File: src/rtl/qmult_pkg.sv
// Shared constants and Q-format helpers for the fixed-point multiplier family.
// Widths are passed in so the helpers serve any N/Q instance.
package qmult_pkg;

    localparam int QM_N = 32;
    localparam int QM_Q = 18;

    localparam bit SAT_WRAP  = 1'b0;
    localparam bit SAT_CLAMP = 1'b1;

    localparam bit RND_TRUNC     = 1'b0;
    localparam bit RND_HALF_AWAY = 1'b1;

    function automatic logic [63:0] q_one(input int q);
        return 64'd1 << q;
    endfunction

    function automatic logic [63:0] max_pos(input int n);
        return (64'd1 << (n - 1)) - 64'd1;
    endfunction

    // Bit pattern of the most negative N-bit value (also its magnitude).
    function automatic logic [63:0] min_neg(input int n);
        return 64'd1 << (n - 1);
    endfunction

endpackage

File: src/rtl/qmult_round_sat.sv
// Rounds an unsigned magnitude product back to Q format, applies the sign,
// and flags / clamps results that do not fit in N bits.
module qmult_round_sat
    import qmult_pkg::*;
#(
    parameter int N = QM_N,
    parameter int Q = QM_Q
) (
    input  logic [2*N-1:0] p,
    input  logic           sign,
    input  logic           rnd,
    input  logic           sat,
    output logic [N-1:0]   result,
    output logic           ovr
);

    localparam int MW = 2*N - Q + 1;
    localparam logic [N-1:0] MAX_POS = N'(max_pos(N));
    localparam logic [N-1:0] MIN_NEG = N'(min_neg(N));

    logic [MW-1:0] m;
    logic [MW-1:0] lim;
    logic [N-1:0]  wrapped;

    always_comb begin
        m       = {1'b0, p[2*N-1:Q]} + MW'(rnd & p[Q-1]);
        lim     = sign ? MW'(MIN_NEG) : MW'(MAX_POS);
        ovr     = (m > lim);
        wrapped = sign ? -m[N-1:0] : m[N-1:0];
        result  = wrapped;
        if (m == '0) begin
            result = '0;
        end else if (ovr && sat) begin
            result = sign ? MIN_NEG : MAX_POS;
        end
    end

    // Bits below the rounding position never influence the result.
    if (Q > 1) begin : g_lsb
        logic unused_lsb;
        assign unused_lsb = ^p[Q-2:0];
    end

endmodule

File: src/rtl/qmult_pipe.sv
// Three-stage signed Q-format multiplier with valid/ready streaming,
// selectable rounding, optional saturation and overflow flags.
module qmult_pipe
    import qmult_pkg::*;
#(
    parameter int N   = QM_N,
    parameter int Q   = QM_Q,
    parameter bit SAT = SAT_CLAMP,
    parameter bit RND = RND_TRUNC
) (
    input  logic         clk,
    input  logic         rst,
    input  logic         in_valid,
    output logic         in_ready,
    input  logic [N-1:0] a,
    input  logic [N-1:0] b,
    output logic         out_valid,
    input  logic         out_ready,
    output logic [N-1:0] o_result,
    output logic         ovr,
    output logic         ovr_sticky,
    input  logic         clr_ovr
);

    logic en;

    logic           s1_valid_d, s1_valid_q;
    logic           s1_sign_d,  s1_sign_q;
    logic [N-1:0]   s1_ma_d,    s1_ma_q;
    logic [N-1:0]   s1_mb_d,    s1_mb_q;

    logic           s2_valid_d, s2_valid_q;
    logic           s2_sign_d,  s2_sign_q;
    logic [2*N-1:0] s2_p_d,     s2_p_q;

    logic           out_valid_d, out_valid_q;
    logic [N-1:0]   result_d,    result_q;
    logic           ovr_d,       ovr_q;
    logic           sticky_d,    sticky_q;

    logic [N-1:0]   rs_result;
    logic           rs_ovr;

    qmult_round_sat #(
        .N (N),
        .Q (Q)
    ) u_round_sat (
        .p      (s2_p_q),
        .sign   (s2_sign_q),
        .rnd    (RND),
        .sat    (SAT),
        .result (rs_result),
        .ovr    (rs_ovr)
    );

    // One enable for the whole pipe: a stalled output freezes every stage.
    assign en = !out_valid_q || out_ready;

    always_comb begin
        s1_valid_d = s1_valid_q;
        s1_sign_d  = s1_sign_q;
        s1_ma_d    = s1_ma_q;
        s1_mb_d    = s1_mb_q;
        if (en) begin
            s1_valid_d = in_valid;
            s1_sign_d  = a[N-1] ^ b[N-1];
            s1_ma_d    = a[N-1] ? -a : a;
            s1_mb_d    = b[N-1] ? -b : b;
        end
    end

    always_comb begin
        s2_valid_d = s2_valid_q;
        s2_sign_d  = s2_sign_q;
        s2_p_d     = s2_p_q;
        if (en) begin
            s2_valid_d = s1_valid_q;
            s2_sign_d  = s1_sign_q;
            s2_p_d     = (2*N)'(s1_ma_q) * (2*N)'(s1_mb_q);
        end
    end

    always_comb begin
        out_valid_d = out_valid_q;
        result_d    = result_q;
        ovr_d       = ovr_q;
        if (en) begin
            out_valid_d = s2_valid_q;
            result_d    = rs_result;
            ovr_d       = rs_ovr;
        end
    end

    // A new overflow reaching the consumer beats a simultaneous clear.
    always_comb begin
        sticky_d = sticky_q;
        if (out_valid_q && out_ready && ovr_q) begin
            sticky_d = 1'b1;
        end else if (clr_ovr) begin
            sticky_d = 1'b0;
        end
    end

    always_ff @(posedge clk or posedge rst) begin
        if (rst) begin
            s1_valid_q  <= 1'b0;
            s1_sign_q   <= 1'b0;
            s1_ma_q     <= '0;
            s1_mb_q     <= '0;
            s2_valid_q  <= 1'b0;
            s2_sign_q   <= 1'b0;
            s2_p_q      <= '0;
            out_valid_q <= 1'b0;
            result_q    <= '0;
            ovr_q       <= 1'b0;
            sticky_q    <= 1'b0;
        end else begin
            s1_valid_q  <= s1_valid_d;
            s1_sign_q   <= s1_sign_d;
            s1_ma_q     <= s1_ma_d;
            s1_mb_q     <= s1_mb_d;
            s2_valid_q  <= s2_valid_d;
            s2_sign_q   <= s2_sign_d;
            s2_p_q      <= s2_p_d;
            out_valid_q <= out_valid_d;
            result_q    <= result_d;
            ovr_q       <= ovr_d;
            sticky_q    <= sticky_d;
        end
    end

    assign in_ready   = en;
    assign out_valid  = out_valid_q;
    assign o_result   = result_q;
    assign ovr        = ovr_q;
    assign ovr_sticky = sticky_q;

endmodule

File: config.mk
export PLATFORM = sky130hd
export DESIGN_NAME = qmult_pipe
export DESIGN_NICKNAME = d
export VERILOG_FILES = /design/src/rtl/qmult_pkg.sv /design/src/rtl/qmult_round_sat.sv /design/src/rtl/qmult_pipe.sv
export SDC_FILE = /design/constraint.sdc
export NUM_CORES = 2
export LEC_CHECK = 0
export CAP_MARGIN = 20
export CORE_MARGIN = 1
export CORE_UTILIZATION = 40
export DETAILED_ROUTE_END_ITERATION = 7
export PLACE_DENSITY_LB_ADDON = 0.12
export SLEW_MARGIN = 20
export SYNTH_ARGS = -nofsm -noshare
export SYNTH_HDL_FRONTEND = slang
export SYNTH_SLANG_ARGS = --single-unit
File: constraint.sdc
create_clock -name clk -period 19.73 [get_ports clk]
set_input_delay 5.919 -clock clk [delete_from_list [all_inputs] [get_ports clk]]
set_output_delay 5.919 -clock clk [all_outputs]
set_load 0.005 [all_outputs]
==> out/summary.txt <==
=======================================================================================
Result of the run ........................................................ finished clean
Worst Hold Class ......................................................... flip-flop to flip-flop
Count of final hold-check violations .....................................            0
Clk_skew .................................................................    0.0158 ns
Met1 Usage GRT ...........................................................        0.366
WS Path Type ............................................................. input pin to primary output
Number of violations reported at the end of detailed-routing iteration 0 .         1677
Share of synthesized flip-flops with an asynchronous set or reset ........         1.00
Hold Path Origin .........................................................   s2_valid_q
Gate family responsible for the most delay along the worst path .......... buffers and inverters
Global-route usage over all layers .......................................        0.245
Clock tree from TritonCTS ................................................          yes
DRT antenna net count ....................................................            0
Post-route fraction of the period consumed by the critical path ..........        0.692
Clock root buffer ........................................................    clkbuf_16
Busiest grt layer ........................................................         met2
Max stage delay cell, worst path .........................................        buf_4
Initial Util .............................................................        0.405
Wire length of the first global-routing pass .............................    196000 um
Site Rows ................................................................          117
Synth Register Bits ......................................................          149
Area growth, synth to finish .............................................        7.13%
CP startpoint kind .......................................................    input pin
Setup violation total in the final timing report .........................            0
Transition time at the pin with the least slew margin ....................      1.13 ns
HPWL reported at the end of detailed placement ...........................     91600 um
Post CTS Setup Buffer Count ..............................................            0
Clock latency on the worst-skew pair .....................................      0.46 ns
Global routing usage on met2 .............................................        0.388
Post-layout worst setup margin ...........................................      6.08 ns
Sequential fraction of the synthesis area ................................       0.0899
Die Outline Area .........................................................  105000 um^2
CP Data Required Time ....................................................     13.81 ns
Buffers and inverters on the worst path ..................................            4
Final critical-path required period ......................................     13.65 ns
Via Count ................................................................        30.5k
Critical path origin .....................................................    out_ready
DRC violations left ......................................................            0
Commonest register cell after synthesis ..................................      dfrtp_1
Unrepaired setup endpoints after global routing ..........................           no
Slew headroom ............................................................        0.240
Ranking of synthesized cells by instance count ........................... inv_1 (903), fa_1 (895), nand2_1 (623)
Global placer's final weighted congestion ................................        0.865
Layout cells sized above 1 ...............................................       0.0320
Ports ....................................................................          105
EDFF count, synth ........................................................            0
Final wirelength .........................................................    122000 um
Critical Path Most Common Cell ........................................... clkdlybuf4s50_1
Final max-slew violation count ...........................................            0
Die X ....................................................................       324 um
Wire length per cell .....................................................      20.6 um
Worst slack at placement .................................................      6.04 ns
Most instantiated library cell after synthesis ...........................        inv_1
Total negative setup slack ...............................................         0 ns
Total placed cells including tap cells ...................................         5901
CTS Hold Buffers Added ...................................................            0
First drt pass iteration count ...........................................            7
Port-buffer cells ........................................................          104
Sinks on the clock net ...................................................          149
Mapped Nets ..............................................................         5878
Height of the chip .......................................................       324 um
Share of the synthesized area in the top cell type .......................        0.432
Net count of the finished layout .........................................         5811
Final Non-Filler Cells ...................................................         5934
Area leader, netlist .....................................................         fa_1
Pin count of the biggest net entering global routing .....................          101
Post_cts resized .........................................................            0
Highest fanout seen on the critical path .................................           89
Core box area ............................................................  102000 um^2
Element type at the critical path end .................................... primary output
Distinct cells, synth ....................................................           59
Series of cell instances along the critical path ......................... clkdlybuf4s50_1, nor2b_4, buf_4, inv_2, clkdlybuf4s50_1
Cts bufs inserted ........................................................           17
Number of max-cap violations .............................................            0
Dominant cells by area after synthesis ................................... fa_1 (43%), and2_1 (9.1%), dfrtp_1 (9.0%)
Met3 Resource Use GR .....................................................       0.0301
Gr ovfl total ............................................................            0
Via-per-instance ratio ...................................................         5.14
Vias in the first global route ...........................................        32.4k
Crit Reg-Reg Startpoint ..................................................  s1_ma_q[15]
Clock transition at the registers of the reported paths ..................      0.06 ns
Maximum count of clock buffers along a single path .......................            2
Avg Cell Area, Syn .......................................................    8.97 um^2
Antenna violations before repair .........................................            7
Longest individual stage delay on the worst path .........................      0.69 ns
Gate count after technology mapping ......................................         4619
Max Clk Rate .............................................................     73.3 MHz
Netlist area before placement ............................................   41500 um^2
Htree depth ..............................................................            4
CP arrival ...............................................................      7.73 ns
Synthesis warning total ..................................................            0
=======================================================================================
per-stage QoR:
stage | utilization | hold slack, ns | area [um^2]
after global placement | 0.428 | 0.441 | 43800
final | 0.434 | 0.460 | 44400
after floorplan | - | 0.430 | 41500
after global routing | 0.434 | 0.499 | 44400
after CTS | 0.434 | 0.465 | 44400
after detailed placement | 0.428 | 0.450 | 43800
metal layers:
layer | routed length, um | share of wire | up-vias
met3 | 5960 | 0.049 | 77
met1 | 59500 | 0.49 | 15929
met5 | 11 | 0.000090 | -
li1 | - | - | 13837
met4 | 1350 | 0.011 | 2
met2 | 55400 | 0.45 | 674
registers in the layout (all words and copies together), names as in the netlist:
register    flops
s1_valid_q      1
out_valid       1
s2_valid_q      1
o_result       32
ovr             1
s2_p_q         46
s1_ma_q        32
ovr_sticky      1
s1_sign_q       1
s1_mb_q        32
s2_sign_q       1
worst min-delay path, delay by kind of cell (launching register included):
| family | cells | cell delay [ns] |
|---|---|---|
| simple gates | 2 | 0.10 |
| flops | 1 | 0.33 |
area by class of cell:
| class | instances | area, um^2 |
|---|---|---|
| Antenna cell | 2 | 5.00 |
| Clock buffer | 20 | 457 |
| Clock inverter | 11 | 149 |
| Fill cell | 10220 | 57900 |
| Inverter | 903 | 3390 |
| Multi-Input combinational cell | 3306 | 33400 |
| Sequential cell | 149 | 3750 |
| Tap cell | 1368 | 1710 |
| Timing Repair Buffer | 175 | 1570 |
cells in the final DEF, fill, tap and decap left out, drive strengths merged, types with 5 or more instances in the layout:
master	count
inv	905
fa	895
nand2	623
and2	605
ha	295
dfrtp	149
o21ai	143
a21oi	120
clkdlybuf4s50	104
nor2	100
xor2	73
buf	71
nand3	47
a21o	41
xnor2	36
or3	30
o31ai	27
nor3	25
nand4	24
clkbuf	20
o21bai	16
a211o	16
a32oi	16
o41ai	15
and3	13
a22o	13
nor4	11
o21a	11
or4	11
a31oi	10
or2	10
a211oi	9
o211ai	8
nor2b	8
nand2b	6
clkinv	6
and4	5
cell families (layout without fill, tap and decap cells):
logic type | after synthesis | count (layout) | synth area share
AOI/OAI and AO/OA | 473 | 473 | 0.0724
xor gates and xnor gates | 109 | 109 | 0.0230
adders and majority gates | 1190 | 1190 | 0.521
buffers and inverters | 1164 | 1109 | 0.105
DFF | 149 | 149 | 0.0899
muxes | 7 | 7 | 0.00178
other | 0 | 2 | 0
and+or+nand+nor | 1527 | 1527 | 0.186
path summary, 6_finish.rpt:
check | end | slack (ns) | cells past startpoint
max | in_ready | 6.08 | 5
min | s2_valid_q | 0.46 | 2
max reg2reg | s2_p_q[61] | 10.71 | 22
min reg2reg | s2_valid_q | 0.46 | 2
max in group asynchronous | s1_mb_q[13] | 12.34 | 3
min in group asynchronous | o_result[16] | 5.99 | 2
Power is left out: the tool's default activity adds up to more than one toggle a clock period on the data nets, which glitch-free logic cannot reach.
